`src/rtl/mcpu_ctrl_fsm_pkg.sv`:
```
// Shared multi-cycle MIPS controller definitions: state codes, ALU ops, opcode/funct constants.
// Latency: n/a (package only).
// Backpressure: n/a.
package mcpu_defs;

    typedef enum logic [4:0] {
        S_IF   = 5'd0,  S_ID   = 5'd1,  S_MADR = 5'd2,  S_MRD  = 5'd3,
        S_LWB  = 5'd4,  S_MWR  = 5'd5,  S_REXE = 5'd6,  S_RWB  = 5'd7,
        S_BEQ  = 5'd8,  S_BNE  = 5'd9,  S_J    = 5'd10, S_JAL  = 5'd11,
        S_IEXE = 5'd12, S_IWB  = 5'd13, S_LUI  = 5'd14, S_JR   = 5'd15,
        S_JALR = 5'd16
    } state_t;

    typedef enum logic [2:0] {
        ALU_AND = 3'b000, ALU_OR  = 3'b001, ALU_ADD = 3'b010, ALU_XOR = 3'b011,
        ALU_NOR = 3'b100, ALU_SRL = 3'b101, ALU_SUB = 3'b110, ALU_SLT = 3'b111
    } alu_op_t;

    localparam logic [5:0] OP_RTYPE = 6'b000000;
    localparam logic [5:0] OP_LW    = 6'b100011;
    localparam logic [5:0] OP_SW    = 6'b101011;
    localparam logic [5:0] OP_BEQ   = 6'b000100;
    localparam logic [5:0] OP_BNE   = 6'b000101;
    localparam logic [5:0] OP_J     = 6'b000010;
    localparam logic [5:0] OP_JAL   = 6'b000011;
    localparam logic [5:0] OP_LUI   = 6'b001111;
    localparam logic [5:0] OP_ADDI  = 6'b001000;
    localparam logic [5:0] OP_SLTI  = 6'b001010;
    localparam logic [5:0] OP_ANDI  = 6'b001100;
    localparam logic [5:0] OP_ORI   = 6'b001101;
    localparam logic [5:0] OP_XORI  = 6'b001110;

    localparam logic [5:0] FUN_ADD  = 6'b100000;
    localparam logic [5:0] FUN_SUB  = 6'b100010;
    localparam logic [5:0] FUN_AND  = 6'b100100;
    localparam logic [5:0] FUN_OR   = 6'b100101;
    localparam logic [5:0] FUN_XOR  = 6'b100110;
    localparam logic [5:0] FUN_NOR  = 6'b100111;
    localparam logic [5:0] FUN_SRL  = 6'b000010;
    localparam logic [5:0] FUN_SLT  = 6'b101010;
    localparam logic [5:0] FUN_JR   = 6'b001000;
    localparam logic [5:0] FUN_JALR = 6'b001001;

endpackage

```
`src/rtl/mcpu_ctrl_fsm_if.sv`:
```
// Controller <-> datapath/memory bundle: instruction fields, memory handshake, datapath controls.
// Latency: n/a (wires only).
// Backpressure: MIO_ready from memory stalls the controller in fetch/load/store states.
interface mcpu_ctrl_fsm_if;
    logic [5:0] OPcode;
    logic [5:0] Fun;
    logic       MIO_ready;
    logic       zero;
    logic       MemRead;
    logic       MemWrite;
    logic       CPU_MIO;
    logic       IorD;
    logic       IRWrite;
    logic [1:0] RegDst;
    logic [1:0] DatatoReg;
    logic       RegWrite;
    logic       ALUSrcA;
    logic [1:0] ALUSrcB;
    logic [1:0] PCSource;
    logic       PCWrite;
    logic [2:0] ALU_Control;
    logic [4:0] state_out;

    modport master (
        input  OPcode, Fun, MIO_ready, zero,
        output MemRead, MemWrite, CPU_MIO, IorD, IRWrite, RegDst, DatatoReg,
               RegWrite, ALUSrcA, ALUSrcB, PCSource, PCWrite, ALU_Control, state_out
    );

    modport slave (
        output OPcode, Fun, MIO_ready, zero,
        input  MemRead, MemWrite, CPU_MIO, IorD, IRWrite, RegDst, DatatoReg,
               RegWrite, ALUSrcA, ALUSrcB, PCSource, PCWrite, ALU_Control, state_out
    );
endinterface

```
`src/rtl/mcpu_alu_dec.sv`:
```
// ALU operation decode from funct (R-type) or opcode (immediate ALU ops).
// Latency: combinational.
// Backpressure: none.
module mcpu_alu_dec
    import mcpu_defs::*;
(
    input  logic [5:0] opcode,
    input  logic [5:0] fun,
    output alu_op_t    alu_op
);

    always_comb begin
        alu_op = ALU_ADD;
        if (opcode == OP_RTYPE) begin
            case (fun)
                FUN_ADD: alu_op = ALU_ADD;
                FUN_SUB: alu_op = ALU_SUB;
                FUN_AND: alu_op = ALU_AND;
                FUN_OR:  alu_op = ALU_OR;
                FUN_XOR: alu_op = ALU_XOR;
                FUN_NOR: alu_op = ALU_NOR;
                FUN_SRL: alu_op = ALU_SRL;
                FUN_SLT: alu_op = ALU_SLT;
                default: alu_op = ALU_ADD;
            endcase
        end else begin
            case (opcode)
                OP_ADDI: alu_op = ALU_ADD;
                OP_SLTI: alu_op = ALU_SLT;
                OP_ANDI: alu_op = ALU_AND;
                OP_ORI:  alu_op = ALU_OR;
                OP_XORI: alu_op = ALU_XOR;
                default: alu_op = ALU_ADD;
            endcase
        end
    end

endmodule

```
`src/rtl/mcpu_ctrl_fsm.sv`:
```
// Multi-cycle MIPS control unit: one state register, Moore outputs plus same-cycle branch resolve.
// Latency: 3-5 cycles per instruction; fetch/load/store hold one extra cycle per MIO_ready=0.
// Backpressure: MIO_ready=0 holds IF/MRD/MWR with outputs stable.
module mcpu_ctrl_fsm
    import mcpu_defs::*;
(
    input  logic          clk,
    input  logic          reset,
    mcpu_ctrl_fsm_if.master bus
);

    state_t  state;
    state_t  state_nxt;
    alu_op_t dec_alu;

    mcpu_alu_dec u_alu_dec (
        .opcode (bus.OPcode),
        .fun    (bus.Fun),
        .alu_op (dec_alu)
    );

    always_ff @(posedge clk) begin
        if (reset) state <= S_IF;
        else       state <= state_nxt;
    end

    always_comb begin
        state_nxt       = S_IF;
        bus.MemRead     = 1'b0;
        bus.MemWrite    = 1'b0;
        bus.IorD        = 1'b0;
        bus.IRWrite     = 1'b0;
        bus.RegDst      = 2'b00;
        bus.DatatoReg   = 2'b00;
        bus.RegWrite    = 1'b0;
        bus.ALUSrcA     = 1'b0;
        bus.ALUSrcB     = 2'b00;
        bus.PCSource    = 2'b00;
        bus.PCWrite     = 1'b0;
        bus.ALU_Control = ALU_ADD;

        case (state)
            S_IF: begin
                bus.MemRead = 1'b1;
                bus.ALUSrcB = 2'b01;
                bus.IRWrite = bus.MIO_ready;
                bus.PCWrite = bus.MIO_ready;
                state_nxt   = bus.MIO_ready ? S_ID : S_IF;
            end
            S_ID: begin
                bus.ALUSrcB = 2'b11;
                case (bus.OPcode)
                    OP_RTYPE: begin
                        if (bus.Fun == FUN_JR)        state_nxt = S_JR;
                        else if (bus.Fun == FUN_JALR) state_nxt = S_JALR;
                        else                          state_nxt = S_REXE;
                    end
                    OP_LW, OP_SW: state_nxt = S_MADR;
                    OP_BEQ:       state_nxt = S_BEQ;
                    OP_BNE:       state_nxt = S_BNE;
                    OP_J:         state_nxt = S_J;
                    OP_JAL:       state_nxt = S_JAL;
                    OP_LUI:       state_nxt = S_LUI;
                    OP_ADDI, OP_SLTI, OP_ANDI, OP_ORI, OP_XORI: state_nxt = S_IEXE;
                    default:      state_nxt = S_IF;
                endcase
            end
            S_MADR: begin
                bus.ALUSrcA = 1'b1;
                bus.ALUSrcB = 2'b10;
                state_nxt   = (bus.OPcode == OP_SW) ? S_MWR : S_MRD;
            end
            S_MRD: begin
                bus.MemRead = 1'b1;
                bus.IorD    = 1'b1;
                state_nxt   = bus.MIO_ready ? S_LWB : S_MRD;
            end
            S_LWB: begin
                bus.DatatoReg = 2'b01;
                bus.RegWrite  = 1'b1;
            end
            S_MWR: begin
                bus.MemWrite = 1'b1;
                bus.IorD     = 1'b1;
                state_nxt    = bus.MIO_ready ? S_IF : S_MWR;
            end
            S_REXE, S_IEXE: begin
                bus.ALUSrcA     = 1'b1;
                bus.ALUSrcB     = (state == S_IEXE) ? 2'b10 : 2'b00;
                bus.ALU_Control = dec_alu;
                state_nxt       = (state == S_IEXE) ? S_IWB : S_RWB;
            end
            S_RWB: begin
                bus.RegDst   = 2'b01;
                bus.RegWrite = 1'b1;
            end
            S_IWB: bus.RegWrite = 1'b1;
            // Branch taken/not-taken resolves here on the live zero flag.
            S_BEQ, S_BNE: begin
                bus.ALUSrcA     = 1'b1;
                bus.ALU_Control = ALU_SUB;
                bus.PCSource    = 2'b01;
                bus.PCWrite     = (state == S_BEQ) ? bus.zero : ~bus.zero;
            end
            S_J, S_JAL: begin
                bus.PCSource = 2'b10;
                bus.PCWrite  = 1'b1;
                if (state == S_JAL) begin
                    bus.RegDst    = 2'b10;
                    bus.DatatoReg = 2'b11;
                    bus.RegWrite  = 1'b1;
                end
            end
            S_JR, S_JALR: begin
                bus.PCSource = 2'b11;
                bus.PCWrite  = 1'b1;
                if (state == S_JALR) begin
                    bus.RegDst    = 2'b01;
                    bus.DatatoReg = 2'b11;
                    bus.RegWrite  = 1'b1;
                end
            end
            S_LUI: begin
                bus.DatatoReg = 2'b10;
                bus.RegWrite  = 1'b1;
            end
            default: state_nxt = S_IF;
        endcase

        // Reset kills every architectural write in the cycle it is asserted.
        if (reset) begin
            bus.PCWrite  = 1'b0;
            bus.IRWrite  = 1'b0;
            bus.RegWrite = 1'b0;
            bus.MemWrite = 1'b0;
            bus.MemRead  = 1'b0;
        end
        bus.CPU_MIO   = bus.MemRead | bus.MemWrite;
        bus.state_out = state;
    end

endmodule

```
`src/flat_wrapper.sv`:
```
// flat-port wrapper written by rule: the top's interface ports become plain ports
module mcpu_ctrl_fsm_flat import mcpu_defs::*;
  (clk, reset, bus_OPcode, bus_Fun, bus_MIO_ready, bus_zero, bus_MemRead, bus_MemWrite, bus_CPU_MIO, bus_IorD, bus_IRWrite, bus_RegDst, bus_DatatoReg, bus_RegWrite, bus_ALUSrcA, bus_ALUSrcB, bus_PCSource, bus_PCWrite, bus_ALU_Control, bus_state_out);
  mcpu_ctrl_fsm_if bus_i ();
  input  logic clk;
  input  logic reset;
  input wire logic [$bits(bus_i.OPcode)-1:0] bus_OPcode;
  input wire logic [$bits(bus_i.Fun)-1:0] bus_Fun;
  input wire logic [$bits(bus_i.MIO_ready)-1:0] bus_MIO_ready;
  input wire logic [$bits(bus_i.zero)-1:0] bus_zero;
  output wire logic [$bits(bus_i.MemRead)-1:0] bus_MemRead;
  output wire logic [$bits(bus_i.MemWrite)-1:0] bus_MemWrite;
  output wire logic [$bits(bus_i.CPU_MIO)-1:0] bus_CPU_MIO;
  output wire logic [$bits(bus_i.IorD)-1:0] bus_IorD;
  output wire logic [$bits(bus_i.IRWrite)-1:0] bus_IRWrite;
  output wire logic [$bits(bus_i.RegDst)-1:0] bus_RegDst;
  output wire logic [$bits(bus_i.DatatoReg)-1:0] bus_DatatoReg;
  output wire logic [$bits(bus_i.RegWrite)-1:0] bus_RegWrite;
  output wire logic [$bits(bus_i.ALUSrcA)-1:0] bus_ALUSrcA;
  output wire logic [$bits(bus_i.ALUSrcB)-1:0] bus_ALUSrcB;
  output wire logic [$bits(bus_i.PCSource)-1:0] bus_PCSource;
  output wire logic [$bits(bus_i.PCWrite)-1:0] bus_PCWrite;
  output wire logic [$bits(bus_i.ALU_Control)-1:0] bus_ALU_Control;
  output wire logic [$bits(bus_i.state_out)-1:0] bus_state_out;
  assign bus_i.OPcode = bus_OPcode;
  assign bus_i.Fun = bus_Fun;
  assign bus_i.MIO_ready = bus_MIO_ready;
  assign bus_i.zero = bus_zero;
  assign bus_MemRead = bus_i.MemRead;
  assign bus_MemWrite = bus_i.MemWrite;
  assign bus_CPU_MIO = bus_i.CPU_MIO;
  assign bus_IorD = bus_i.IorD;
  assign bus_IRWrite = bus_i.IRWrite;
  assign bus_RegDst = bus_i.RegDst;
  assign bus_DatatoReg = bus_i.DatatoReg;
  assign bus_RegWrite = bus_i.RegWrite;
  assign bus_ALUSrcA = bus_i.ALUSrcA;
  assign bus_ALUSrcB = bus_i.ALUSrcB;
  assign bus_PCSource = bus_i.PCSource;
  assign bus_PCWrite = bus_i.PCWrite;
  assign bus_ALU_Control = bus_i.ALU_Control;
  assign bus_state_out = bus_i.state_out;
  mcpu_ctrl_fsm u_core (.clk(clk), .reset(reset), .bus(bus_i));
endmodule
```
`config.mk`:
```
export PLATFORM = sky130hd
export DESIGN_NAME = mcpu_ctrl_fsm_flat
export DESIGN_NICKNAME = d
export VERILOG_FILES = /design/src/rtl/mcpu_ctrl_fsm_pkg.sv /design/src/rtl/mcpu_ctrl_fsm_if.sv /design/src/rtl/mcpu_alu_dec.sv /design/src/rtl/mcpu_ctrl_fsm.sv /design/src/flat_wrapper.sv
export SDC_FILE = /design/constraint.sdc
export NUM_CORES = 1
export LEC_CHECK = 0
export ABC_AREA = 1
export CORE_MARGIN = 5
export CORE_UTILIZATION = 45
export CTS_CLUSTER_SIZE = 24
export DETAILED_ROUTE_END_ITERATION = 6
export PLACE_DENSITY = 0.85
export SLEW_MARGIN = 25
export SYNTH_ARGS = -nofsm -noshare
export SYNTH_HDL_FRONTEND = slang
export SYNTH_SLANG_ARGS = --single-unit
```
`constraint.sdc`:
```
create_clock -name clk -period 4 [get_ports clk]
set_input_delay 1 -clock clk [delete_from_list [all_inputs] [get_ports clk]]
set_output_delay 1 -clock clk [all_outputs]
set_load 0.005 [all_outputs]
```
==> results.sh <==
export IMPL_arrival_ns=2.75
export IMPL_synthArstFlopShare=0
export IMPL_p_seq_frac=0.284
export IMPL_syn_inst=184
export IMPL_finalSetupTns_ns=0
export IMPL_grt_antenna_before_repair=0
export IMPL_hold_viol_final=0
export IMPL_path_class="in -> out"
export IMPL_final_nets=243
export IMPL_grt_pass1_vias=1172
export IMPL_worstSkewPairLatency_ns=0.24
export IMPL_skew_ns=0.000471
export IMPL_antenna_cells=0
export IMPL_crit_chain="clkdlybuf4s50_1 > inv_1 > nor2_2 > nand3_1 > o21ai_1 > inv_1 > nand2_1 > nand3b_1 > nand2_1 > clkdlybuf4s50_1"
export IMPL_gp_congestion=0.929
export IMPL_grt_start_max_net_pins=11
export IMPL_hp_start="u_core.bus.state_out[4]"
export IMPL_tightest_slew_ns=0.380
export IMPL_leakagePower_nw=0.676
export IMPL_cts_repair_resized=0
export IMPL_fin_crit_ns=3.75
export IMPL_postCtsSetupRepairBufs=0
export IMPL_die_y_um=55.4
export IMPL_vias_per_cell=4.98
export IMPL_r2r_start="u_core.bus.state_out[0]"
export IMPL_whs_ns=0.683
export IMPL_p_sw_w=0.0000622
export IMPL_synth_top_area_share=0.218
export IMPL_ys_top_cells_by_count="54 x nand2_1, 31 x inv_1, 28 x nor2_1"
export IMPL_ys_seq_area_frac=0.108
export IMPL_synth_distinct_cells=23
export IMPL_drt_iter0_drc=46
export IMPL_synth_flop_cell="dfxtp_1"
export IMPL_io_pins=40
export IMPL_ys_ff_latch=5
export IMPL_wire_per_inst_um=10.9
export IMPL_timing_rr_end="u_core.bus.state_out[0]"
export IMPL_synth_edf_count=0
export IMPL_hp_class="reg -> reg"
export IMPL_avgSynthCellArea_um2=5.05
export IMPL_htreeDepth=1
export IMPL_row_count=16
export IMPL_whs_path_depth=3
export IMPL_cts_made_buffers=3
export IMPL_firstDrtPassIters=4
export IMPL_cts_tree="built"
export IMPL_cp_depth=10
export IMPL_place_hpwl_um=2400
export IMPL_rsz0062_at_grt="false"
export IMPL_max_cap_violations=0
export IMPL_cp_data_required_time_ns=3.00
export IMPL_slowest_stage="clkdlybuf4s50_1"
export IMPL_drc_errors=0
export IMPL_finalCritPeriodShare=0.937
export IMPL_stdcell_count=253
export IMPL_crit_path_end_kind="output port"
export IMPL_syn_cell_area_um2=928
export IMPL_setup_viol_count_final=0
export IMPL_slowest_delay_ns=0.50
export IMPL_slew_violations=0
export IMPL_hold_buffers=0
export IMPL_num_vias=1261
export IMPL_io_buffers=39
export IMPL_place_inst=249
export IMPL_cts_num_sinks=5
export IMPL_clockBufferDepth=2
export IMPL_relSlewSlack=0.746
export IMPL_largest_reg_flops=5
export IMPL_grt_pass1_wl_um=5000
export IMPL_core_area_mm2=0.00196
export IMPL_peakVddDrop_mv=0.112
export IMPL_fmax_ghz=0.267
export IMPL_die_x_um=55.4
export IMPL_fp_dieArea_mm2=0.00307
export IMPL_cp_buffers_inverters=4
export IMPL_syn_num_nets=200
export IMPL_synth_most_common_cell="nand2_1"
export IMPL_reg2reg_slack_ns=2.62
export IMPL_status="finished, final reports clean"
export IMPL_cts_root_buf="clkbuf_4"
export IMPL_drive_gt1_frac=0.115
export IMPL_combPwrFrac=0.406
export IMPL_p_per_area_mw_per_mm2=138
export IMPL_ff2ff_path_depth=9
export IMPL_grt_overflow_total=0
export IMPL_yosys_area_top_type="nand2_1"
export IMPL_cts_clk_slew_worst_paths_ns=0.04
export IMPL_pre_cts_ws_ns=0.266
export IMPL_yosysWarnings=0
export IMPL_swShare=0.330
export IMPL_setup_ws_ns=0.254
export IMPL_n_fill_cell=203
export IMPL_worstPathMaxFanout=4
export IMPL_syn_to_final_growth_pct=47.7
export IMPL_start_util=0.473
export IMPL_cp_top_family="buffers and inverters"
export IMPL_ant_nets=0
export IMPL_routed_wl_um=2750
export IMPL_synth_area_leaders="nand2_1 22%, inv_1 13%, nor2_1 11%"
export IMPL_start_kind="input pin"
export IMPL_internal_power_w=0.000126
export IMPL_grt_usage=0.189
export IMPL_pwr_share_clk=0.310
export IMPL_hold_end="u_core.bus.state_out[4]"
==> cells by family (layout without fill, tap and decap cells) <==
group                  after synthesis  after routing  share of synthesized area
AO/OA/AOI/OAI                       18             18                      0.111
XOR/XNOR                             1              1                    0.00944
buffers and inverters               37             79                      0.154
flip-flops                           5              5                      0.108
AND/OR/NAND/NOR                    123            123                      0.619
==> per-stage QoR <==
step / util / total power (W) / area (um^2)
3_5_place_dp: 0.686 / 0.000131 / 1350
2_1_floorplan: - / 0.0000913 / 928
5_1_grt: 0.699 / 0.000205 / 1370
3_3_place_gp: 0.686 / 0.000129 / 1350
4_1_cts: 0.699 / 0.000191 / 1370
6_report: 0.699 / 0.000189 / 1370
==> power by group through the flow <==
stage          Clock (W)  Sequential, W  Combinational [W]
2_1_floorplan          0      0.0000541          0.0000371
3_3_place_gp           0      0.0000544          0.0000744
3_5_place_dp           0      0.0000544          0.0000763
4_1_cts        0.0000610      0.0000535          0.0000766
5_1_grt        0.0000664      0.0000538          0.0000852
6_report       0.0000585      0.0000536          0.0000765
==> final cells by class <==
| type | count | area, um^2 | area share |
|---|---|---|---|
| Multi-Input combinational cell | 142 | 686 | 0.500 |
| Clock buffer | 4 | 26.3 | 0.0192 |
| Timing Repair Buffer | 39 | 390 | 0.285 |
| Inverter | 36 | 135 | 0.0985 |
| Tap cell | 27 | 33.8 | 0.0246 |
| Sequential cell | 5 | 100 | 0.0730 |
==> layout by cell type, fill, tap and decap left out, drive strengths merged <==
master         netlist  final
nand2               57     57
nor2                41     41
clkdlybuf4s50        0     39
inv                 35     35
nand3               16     16
o21ai                8      8
a21oi                6      6
dfxtp                5      5
clkbuf               0      4
nor3                 3      3
nand4                3      3
nand3b               3      3
o211ai               2      2
clkinv               1      1
o31ai                1      1
a31oi                1      1
xnor2                1      1
==> routing by layer <==
layer	up-vias	global-route usage	wire length [um]
li1	654	-	-
met5	-	0	0
met3	2	0.0513	157
met4	0	0.0313	6
met1	570	0.240	1190
met2	35	0.321	1400
==> worst max path at each step <==
stage	start	to	slack [ns]
after floorplan	bus_OPcode[5]	bus_ALU_Control[1]	1.36
after global placement	bus_Fun[1]	bus_ALU_Control[2]	0.28
after detailed placement	bus_Fun[1]	bus_ALU_Control[2]	0.27
after CTS	bus_Fun[1]	bus_ALU_Control[2]	0.26
after global routing	bus_Fun[1]	bus_ALU_Control[2]	0.1
final	bus_Fun[1]	bus_ALU_Control[2]	0.25
==> tightest hold or removal path, stage by stage (launching register included) <==
cell	delay [ns]
dfxtp_1	0.46
nor2_4	0.08
nand2_1	0.06
nor2_1	0.03
Note: power is estimated with default switching activity, not from simulation.
